`src/rtl/ysyx_22050078_store_buffer.sv`:
```
// Store buffer: aligns and byte-masks stores, queues them in order,
// drains one per memory handshake and flags load-after-store hazards.
module ysyx_22050078_store_buffer #(
    parameter int DEPTH = 4
) (
    input  logic                       i_clk,
    input  logic                       i_rst,
    input  logic                       i_st_valid,
    output logic                       o_st_ready,
    input  logic [63:0]                i_st_addr,
    input  logic [63:0]                i_st_data,
    input  logic [1:0]                 i_st_size,
    output logic                       o_st_misalign,
    input  logic                       i_ld_valid,
    input  logic [63:0]                i_ld_addr,
    output logic                       o_ld_hazard,
    output logic                       o_mem_wen,
    output logic [63:0]                o_mem_waddr,
    output logic [63:0]                o_mem_wdata,
    output logic [7:0]                 o_mem_wmask,
    input  logic                       i_mem_ready,
    output logic                       o_empty,
    output logic [$clog2(DEPTH):0]     o_count
);

    localparam int AW = $clog2(DEPTH);
    localparam int CW = AW + 1;
    localparam logic [CW-1:0] FULL = CW'(DEPTH);

    logic [DEPTH-1:0][60:0] addr_q, addr_d;
    logic [DEPTH-1:0][63:0] data_q, data_d;
    logic [DEPTH-1:0][7:0]  mask_q, mask_d;
    logic [DEPTH-1:0]       valid_q, valid_d;
    logic [AW-1:0]          head_q, head_d;
    logic [AW-1:0]          tail_q, tail_d;
    logic [CW-1:0]          count_q, count_d;
    logic                   misalign_q, misalign_d;

    logic [2:0]  off;
    logic [7:0]  base;
    logic        aligned;
    logic [63:0] expand;
    logic [7:0]  enc_mask;
    logic [63:0] enc_data;
    logic        accept;
    logic        push;
    logic        pop;
    logic        hit;

    always_comb begin
        off     = i_st_addr[2:0];
        base    = 8'h01;
        aligned = 1'b1;
        unique case (i_st_size)
            2'd0: begin base = 8'h01; aligned = 1'b1; end
            2'd1: begin base = 8'h03; aligned = (off[0] == 1'b0); end
            2'd2: begin base = 8'h0f; aligned = (off[1:0] == 2'b00); end
            2'd3: begin base = 8'hff; aligned = (off == 3'b000); end
        endcase
        expand = '0;
        for (int b = 0; b < 8; b++) begin
            expand[8*b +: 8] = {8{base[b]}};
        end
        enc_mask = base << off;
        enc_data = (i_st_data & expand) << {off, 3'b000};
    end

    assign o_st_ready = !i_rst && (count_q < FULL);
    assign accept     = i_st_valid && o_st_ready;
    assign push       = accept && aligned;
    assign pop        = (count_q != '0) && i_mem_ready;

    // Push and pop never target the same slot: pop needs count>0, push count<DEPTH.
    always_comb begin
        addr_d     = addr_q;
        data_d     = data_q;
        mask_d     = mask_q;
        valid_d    = valid_q;
        head_d     = head_q;
        tail_d     = tail_q;
        count_d    = count_q;
        misalign_d = accept && !aligned;
        if (pop) begin
            valid_d[head_q] = 1'b0;
            head_d          = head_q + AW'(1);
        end
        if (push) begin
            addr_d[tail_q]  = i_st_addr[63:3];
            data_d[tail_q]  = enc_data;
            mask_d[tail_q]  = enc_mask;
            valid_d[tail_q] = 1'b1;
            tail_d          = tail_q + AW'(1);
        end
        unique case ({push, pop})
            2'b10:   count_d = count_q + CW'(1);
            2'b01:   count_d = count_q - CW'(1);
            default: count_d = count_q;
        endcase
    end

    always_ff @(posedge i_clk) begin
        if (i_rst) begin
            valid_q    <= '0;
            head_q     <= '0;
            tail_q     <= '0;
            count_q    <= '0;
            misalign_q <= 1'b0;
        end else begin
            valid_q    <= valid_d;
            head_q     <= head_d;
            tail_q     <= tail_d;
            count_q    <= count_d;
            misalign_q <= misalign_d;
        end
    end

    always_ff @(posedge i_clk) begin
        addr_q <= addr_d;
        data_q <= data_d;
        mask_q <= mask_d;
    end

    always_comb begin
        hit = 1'b0;
        for (int i = 0; i < DEPTH; i++) begin
            if (valid_q[i] && (addr_q[i] == i_ld_addr[63:3])) begin
                hit = 1'b1;
            end
        end
    end

    assign o_ld_hazard   = i_ld_valid && hit;
    assign o_st_misalign = misalign_q;
    assign o_mem_wen     = (count_q != '0);
    assign o_mem_waddr   = {addr_q[head_q], 3'b000};
    assign o_mem_wdata   = data_q[head_q];
    assign o_mem_wmask   = mask_q[head_q];
    assign o_empty       = (count_q == '0);
    assign o_count       = count_q;

endmodule
```
`config.mk`:
```
export PLATFORM = sky130hd
export DESIGN_NAME = ysyx_22050078_store_buffer
export DESIGN_NICKNAME = d
export VERILOG_FILES = /design/src/rtl/ysyx_22050078_store_buffer.sv
export SDC_FILE = /design/constraint.sdc
export NUM_CORES = 1
export LEC_CHECK = 0
export BUFFER_PORTS_ARGS = -buffer_cell sky130_fd_sc_hd__buf_2
export CELL_PAD_IN_SITES_DETAIL_PLACEMENT = 0
export CELL_PAD_IN_SITES_GLOBAL_PLACEMENT = 1
export CORE_MARGIN = 2
export CORE_UTILIZATION = 35
export CTS_BUF_LIST = sky130_fd_sc_hd__clkbuf_4 sky130_fd_sc_hd__clkbuf_8 sky130_fd_sc_hd__clkbuf_16
export CTS_CLUSTER_SIZE = 25
export DETAILED_ROUTE_END_ITERATION = 10
export PLACE_DENSITY = 0.59
export SLEW_MARGIN = 5
export SYNTH_ARGS = -nofsm -noshare
export SYNTH_HDL_FRONTEND = slang
export SYNTH_SLANG_ARGS = --single-unit
```
`constraint.sdc`:
```
create_clock -name i_clk -period 12 [get_ports i_clk]
set_input_delay 1.2 -clock i_clk [delete_from_list [all_inputs] [get_ports i_clk]]
set_output_delay 1.2 -clock i_clk [all_outputs]
set_load 0.02 [all_outputs]
```
# After elaboration in Yosys (flattened, before gate mapping)

Cells that the tools add are included.
W data, S select, Z words.

Register bits after elaboration: 544
Bits of input ports: 199
Logic and storage cells: 90

Add/sub/neg operators: 4
Magnitude comparators: 5
Equality and inequality tests: 9
Shifts and indexed selects: 2
Multiplexer cells: 28
Bitwise logic cells: 5
Reduce and logical (&&, ||, !) cells: 20

Operators by type and width:

| operator             | count |
|---|---|
| $bwmux W256          | 1 |
| $bwmux W244          | 1 |
| $eq A61 B61 Y1       | 4 |
| $bmux W64 S2         | 1 |
| $demux W64 S2        | 1 |
| $mux W64             | 2 |
| $bmux W61 S2         | 1 |
| $demux W61 S2        | 1 |
| $mux W61             | 2 |
| $and A64 B64 Y64     | 1 |
| $shl A64 B6 Y64      | 1 |
| $bwmux W32           | 1 |
| $pmux W8 S4          | 1 |
| $bmux W8 S2          | 1 |
| $demux W8 S2         | 1 |
| $mux W8              | 2 |
| $logic_and A1 B1 Y1  | 12 |
| $mux W4              | 2 |
| $shl A8 B3 Y8        | 1 |
| $eq A2 B2 Y1 const B | 3 |
| $logic_not A3 Y1     | 2 |
| $lt A2 B3 Y1 const B | 2 |
| $mux W1              | 6 |
| $pmux W3 S2          | 1 |
| 16 further kinds     | 22 |

# Longest topological paths before layout

Depth after elaboration: 9
Mapped depth: 12
Mapped depth without buffers: 10

# Worst setup path after synthesis

OpenSTA, ideal clock, no wires.

Path kind: input-to-reg
From: in i_rst
To: reg addr_q[0] (netlist bit), enable pin
Library setup time: 0.509 ns
Arrival time: 5.116 ns
Setup slack: 6.375 ns
Stages on the path: 5
Path buffers: 1
Cells stage by stage: nor2_1 -> nand2_1 -> nor3_2 -> buf_2 -> and2_1

Longest elaborated chain between the ends: 4

Ends and longest elaborated chain:

| element              | RTL line | source |
|---|---|---|
| from (decl)          | 7        | `input logic i_rst,` |
| $logic_not A1 Y1     | 68       | `assign o_st_ready = !i_rst && (count_q < FULL);` |
| $logic_and A1 B1 Y1  | 68       |  |
| $logic_and A1 B1 Y1  | 69       | `assign accept = i_st_valid && o_st_ready;` |
| $logic_and A1 B1 Y1  | 70       | `assign push = accept && aligned;` |
| to (signal assigned) | 118      | `addr_q <= addr_d;` |
| to (decl)            | 30       | `logic [DEPTH-1:0][60:0] addr_q, addr_d;` |

Every way passes these cells.
A chain may end at the register's enable or synchronous reset.

# Final worst setup path

From: reg head_q[1]
To: out o_mem_waddr[12]

Longest elaborated chain between the ends: 2

Ends and longest elaborated chain:

| element                        | RTL line | source |
|---|---|---|
| from (decl)                    | 34       | `logic [AW-1:0] head_q, head_d;` |
| from (signal assigned)         | 104      | `head_q <= '0;` |
| from (signal assigned)         | 110      | `head_q <= head_d;` |
| $bmux W61 S2                   | 135      | `assign o_mem_waddr = {addr_q[head_q], 3'b000};` |
| $mux W61 (not written as such) | 135      |  |
| to (decl)                      | 18       | `output logic [63:0] o_mem_waddr,` |

Every way passes these cells. The select of a mux whose other input is x is not followed.

==> results by stage <==
Floorplan:
- The die span in x is 269.7 µm.
- Measured along the y axis, the die boundary spans roughly 270 µm.
- The I/O pin count is around 340.
- The effective utilization at floorplan is a little over a third.
- The core area is ~70000 µm².
- The floorplan has 97 rows.
- The die footprint is slightly above 70000 µm².

Global routing:
- The pin count of the biggest net entering global routing is 64.
- The total overflow left after global routing is 0.
- The number of antenna violations at the first check in global routing is 9.
- The first global-routing pass estimated 109.1 mm of wire.
- The via count of the first global-routing pass came to approximately 15k.
- Global routing consumed, over all layers together, slightly above 20% of the routing resources.

Timing:
- The maximum clock frequency is about 210 MHz.
- In the final timing run, aggregate negative setup slack is 0 ns.
- Setup repair after global routing left no endpoint under its margin.
- Setup violations remaining at the end of the flow were counted as 0.
- The worst path needs a little under 5 ns of the cycle, external delays included.
- The worst slew slack as a fraction of its limit is between 20% and 30%.
- The max-slew violation total from the final report is 0.
- On the final layout, the worst clock skew is just under 0.02 ns.
- The actual transition at the worst max-transition pin is 1.108 ns.
- In the finished design, the share of the clock period the worst path needs comes to 40.52%.
- The hold violation total from the final report was 0.

Setup path:
- For this run, the slowest stage of the critical path takes 0.88 ns.
- The cell repeated most along the worst path is sky130_fd_sc_hd__buf_4.
- At the worst endpoint, the required time is between 10 and 15 ns.
- STA classifies the critical path endpoint as an output pin.
- The worst-path cell with the longest stage delay is sky130_fd_sc_hd__buf_4.
- The highest net fanout along the worst path is 59.
- The type of element launching the critical path is a flip-flop.
- The cell family contributing the most delay on the critical path is buffers and inverters.
- At the worst endpoint, the arrival time is around 3.7 ns.
- The type of the worst setup path is flip-flop to output pin.
- The buffering stage count on the worst path with inverters included is 3.
- The critical path goes through buf_4 > buf_4 > mux4_2 > buf_2.

Route:
- The number of iterations in the first detailed-routing pass is 5.
- After detailed routing, the average wire length per cell comes to approximately 27 µm.
- The post-route antenna net violation count is 0.
- The routed layout has between 10k and 15k vias.
- Wires add up to between 70 and 80 mm.
- The first routing iteration left 1192 violations.
- The per-cell via count in the routed design is around 5.2.
- For this run, design rule violations remaining after detail routing come to 0.

Cells and area:
- The number of filler cells placed in the layout is between 6k and 7k.
- Of the cells placed in the final design, the portion with a size suffix greater than 1 is approximately a third.
- The area used by multi-input combinational logic is a little under 8000 µm².
- The number of nets in the layout is approximately 2.0k.
- The area of all sequential standard cells is 16220 µm².
- The layout overhead on the synthesized area is 18.64%.

Power and ir drop:
- The internal power consumption is around 0.0036 W.
- IR analysis of the VDD net gives a maximum drop of 0.0001127 V.
- Total power for the finished layout comes to between 0.004 and 0.005 W.
- The register share of total power is between 40 and 50%.
- The switching power of the nets is around 0.0013 W.
- In this run the power density over the cells is 168.4 nW/µm².
- The switching fraction of total power is between 20% and 30%.
- The share of total power dissipated in the clock network is 39.3%.
- The leakage power figure is just under 10 nW.
- Per report_power, the combinational group accounts for between 15 and 20% of the total.

Clock tree:
- The TritonCTS buffer count is 59.
- The number of buffers added to fix hold violations after cts is 0.
- The post-cts gate resize count is 0.
- The maximum clock path buffer count is 3.
- The number of setup buffers added after CTS is 0.
- TritonCTS built the clock tree.
- The insertion delay to the later sink of the worst-skew pair is 0.62 ns.
- The number of levels in the clock H-tree is 2.
- The clock transition time at the flip-flop clock pins of the worst setup and hold paths is around 0.060 ns.
- The library cell used as clock root buffer is sky130_fd_sc_hd__clkbuf_16.
- The number of sinks handled by clock tree synthesis is 544.

Logic synthesis:
- By area, the combinational part of the netlist is dominated by multiplexers.
- The number of synthesized register bits is about 540.
- The mux contribution to synthesized area is between 10% and 20%.
- The adder-cell share of the synthesized area is 0.5367%.
- The number of enable-type register cells in the synthesized netlist is 532.
- The xor/xnor cell area share of the yosys netlist is ~7.3%.
- Of the total synthesized cell area, the portion taken by AND, OR, NAND and NOR gates is approximately 5.1%.
- The number of warnings printed during yosys synthesis is 0.
- Summing the areas of all compound-gate instances in the mapped netlist gives between 4 and 5% of the synthesized area.
- The number of distinct library cells after synthesis is 57.
- The gate count of the mapped netlist is approximately 1.5k.
- The average cell area after synthesis is ~17 µm².
- The register area share after synthesis is about two thirds.
- In the synthesized netlist the dominant register cell turns out to be sky130_fd_sc_hd__edfxtp_1.
- The proportion of register bits with asynchronous set or reset after synthesis is 0%.
- In this run the cell area of the synthesized design comes to roughly 25000 µm².

Place:
- Routability-driven placement finished with a final weighted congestion of ~0.92.
- The number of buffers added on ports is 336.
- The final HPWL from detailed placement is roughly 55 mm.

Hold path:
- The worst hold-check path type is flip-flop to flip-flop.

Job:
- Across the run, the number of max-cap violations was 0.

Run status:
- The run finished with clean final reports.
==> path summary, 6_finish.rpt <==
path	slack, ns	startpoint	end	cells after the start
worst max register to register	7.98	o_count[2]	addr_q[177]	6
worst min register to register	0.56	tail_q[1]	tail_q[1]	2
worst min-delay path	0.56	tail_q[1]	tail_q[1]	2
worst max-delay path	7.14	head_q[1]	o_mem_waddr[12]	4
==> power groups by stage <==
stage | clock [W] | combinational, W | sequential [W]
global route | 0.00205 | 0.000908 | 0.00215
global placement | 0 | 0.000866 | 0.00219
detailed placement | 0 | 0.000866 | 0.00219
CTS | 0.00198 | 0.000870 | 0.00215
floorplan | 0 | 0.000576 | 0.00217
finish | 0.00194 | 0.000850 | 0.00215
==> sequential cells by signal, indices dropped and copies added, names as in the netlist <==
name	count
valid_q	4
o_count	3
tail_q	2
data_q	256
mask_q	32
head_q	2
o_st_misalign	1
addr_q	244
==> area by class of cell <==
type                            instances  share of cell area (%)
Timing Repair Buffer                  354                   6.205
Clock inverter                         50                   1.882
Tap cell                              940                   4.012
Multi-Input combinational cell        804                   26.69
Sequential cell                       544                   55.33
Clock buffer                           62                   5.232
Antenna cell                            9                 0.07682
Inverter                               44                  0.5633
==> tightest hold or removal path: cells and delay by family (launching register included) <==
kind / cells / cell delay, ns
muxes: 1 / 0.13
DFF: 1 / 0.34
and+or+nand+nor: 1 / 0.05
==> per-stage QoR <==
stage | hold WS [ns] | instances | instance area [µm²] | setup slack [ns] | util [%]
6_report | 0.5601 | 2807 | 29320 | 7.138 | 41.94
5_1_grt | 0.5761 | 2798 | 29300 | 6.811 | 41.91
4_1_cts | 0.5557 | 2798 | 29300 | 6.967 | 41.91
3_5_place_dp | 0.5403 | 2686 | 27210 | 6.682 | 38.92
3_3_place_gp | 0.5111 | 2686 | 27210 | 6.639 | 38.92
2_1_floorplan | 0.4589 | 1498 | 24720 | 6.375 | -
==> logic make-up (layout without fill, tap and decap cells) <==
| kind of cell | count (synthesis) | count (layout) |
|---|---|---|
| simple gates | 239 | 239 |
| flops | 544 | 544 |
| buf+inv | 150 | 510 |
| xor+xnor | 207 | 207 |
| compound gates | 164 | 164 |
| other cells | 1 | 12 |
| fa+ha+maj | 10 | 10 |
| mux | 181 | 181 |
==> per-layer routing <==
metal	track usage (%)	vias up	part of all wire (%)
li1	-	6505	-
met1	25.40	7548	39
met2	36.87	500	52
met3	4.284	110	6.4
met4	6.038	8	2.8
met5	0	-	0.068
==> Yosys cell counts (all sizes together), types with 3 or more instances <==
library cell | count | share of area [%]
edfxtp | 532 | 65
mux4 | 133 | 12
xnor2 | 132 | 4.7
xor2 | 75 | 2.7
nor2 | 69 | 1.1
buf | 62 | 1.4
a21oi | 51 | 1.0
clkbuf | 44 | 0.72
inv | 44 | 0.67
nand4 | 41 | 1.0
o22ai | 34 | 0.86
nand2 | 33 | 0.51
mux2 | 31 | 1.4
nor4 | 30 | 0.84
a22oi | 29 | 0.88
nor2b | 26 | 0.66
a221oi | 18 | 0.64
mux2i | 17 | 0.69
and2 | 15 | 0.38
o21ai | 14 | 0.28
dfxtp | 12 | 0.97
nor3 | 12 | 0.26
ha | 9 | 0.46
o2bb2ai | 4 | 0.17
nand2b | 3 | 0.076
or2 | 3 | 0.076
==> placed cells by master, fill, tap and decap left out, types with 18 or more instances in the layout <==
| cell type | count |
|---|---|
| sky130_fd_sc_hd__a21oi_1 | 51 |
| sky130_fd_sc_hd__a221oi_1 | 18 |
| sky130_fd_sc_hd__a22oi_1 | 29 |
| sky130_fd_sc_hd__buf_2 | 335 |
| sky130_fd_sc_hd__buf_4 | 19 |
| sky130_fd_sc_hd__clkbuf_16 | 61 |
| sky130_fd_sc_hd__edfxtp_1 | 532 |
| sky130_fd_sc_hd__inv_1 | 42 |
| sky130_fd_sc_hd__mux2_2 | 31 |
| sky130_fd_sc_hd__mux4_2 | 133 |
| sky130_fd_sc_hd__nand2_1 | 32 |
| sky130_fd_sc_hd__nand4_1 | 41 |
| sky130_fd_sc_hd__nor2_1 | 68 |
| sky130_fd_sc_hd__nor2b_1 | 26 |
| sky130_fd_sc_hd__nor4_1 | 27 |
| sky130_fd_sc_hd__o22ai_1 | 34 |
| sky130_fd_sc_hd__xnor2_1 | 132 |
| sky130_fd_sc_hd__xor2_1 | 75 |
Note: power is estimated with default switching activity, not from simulation.
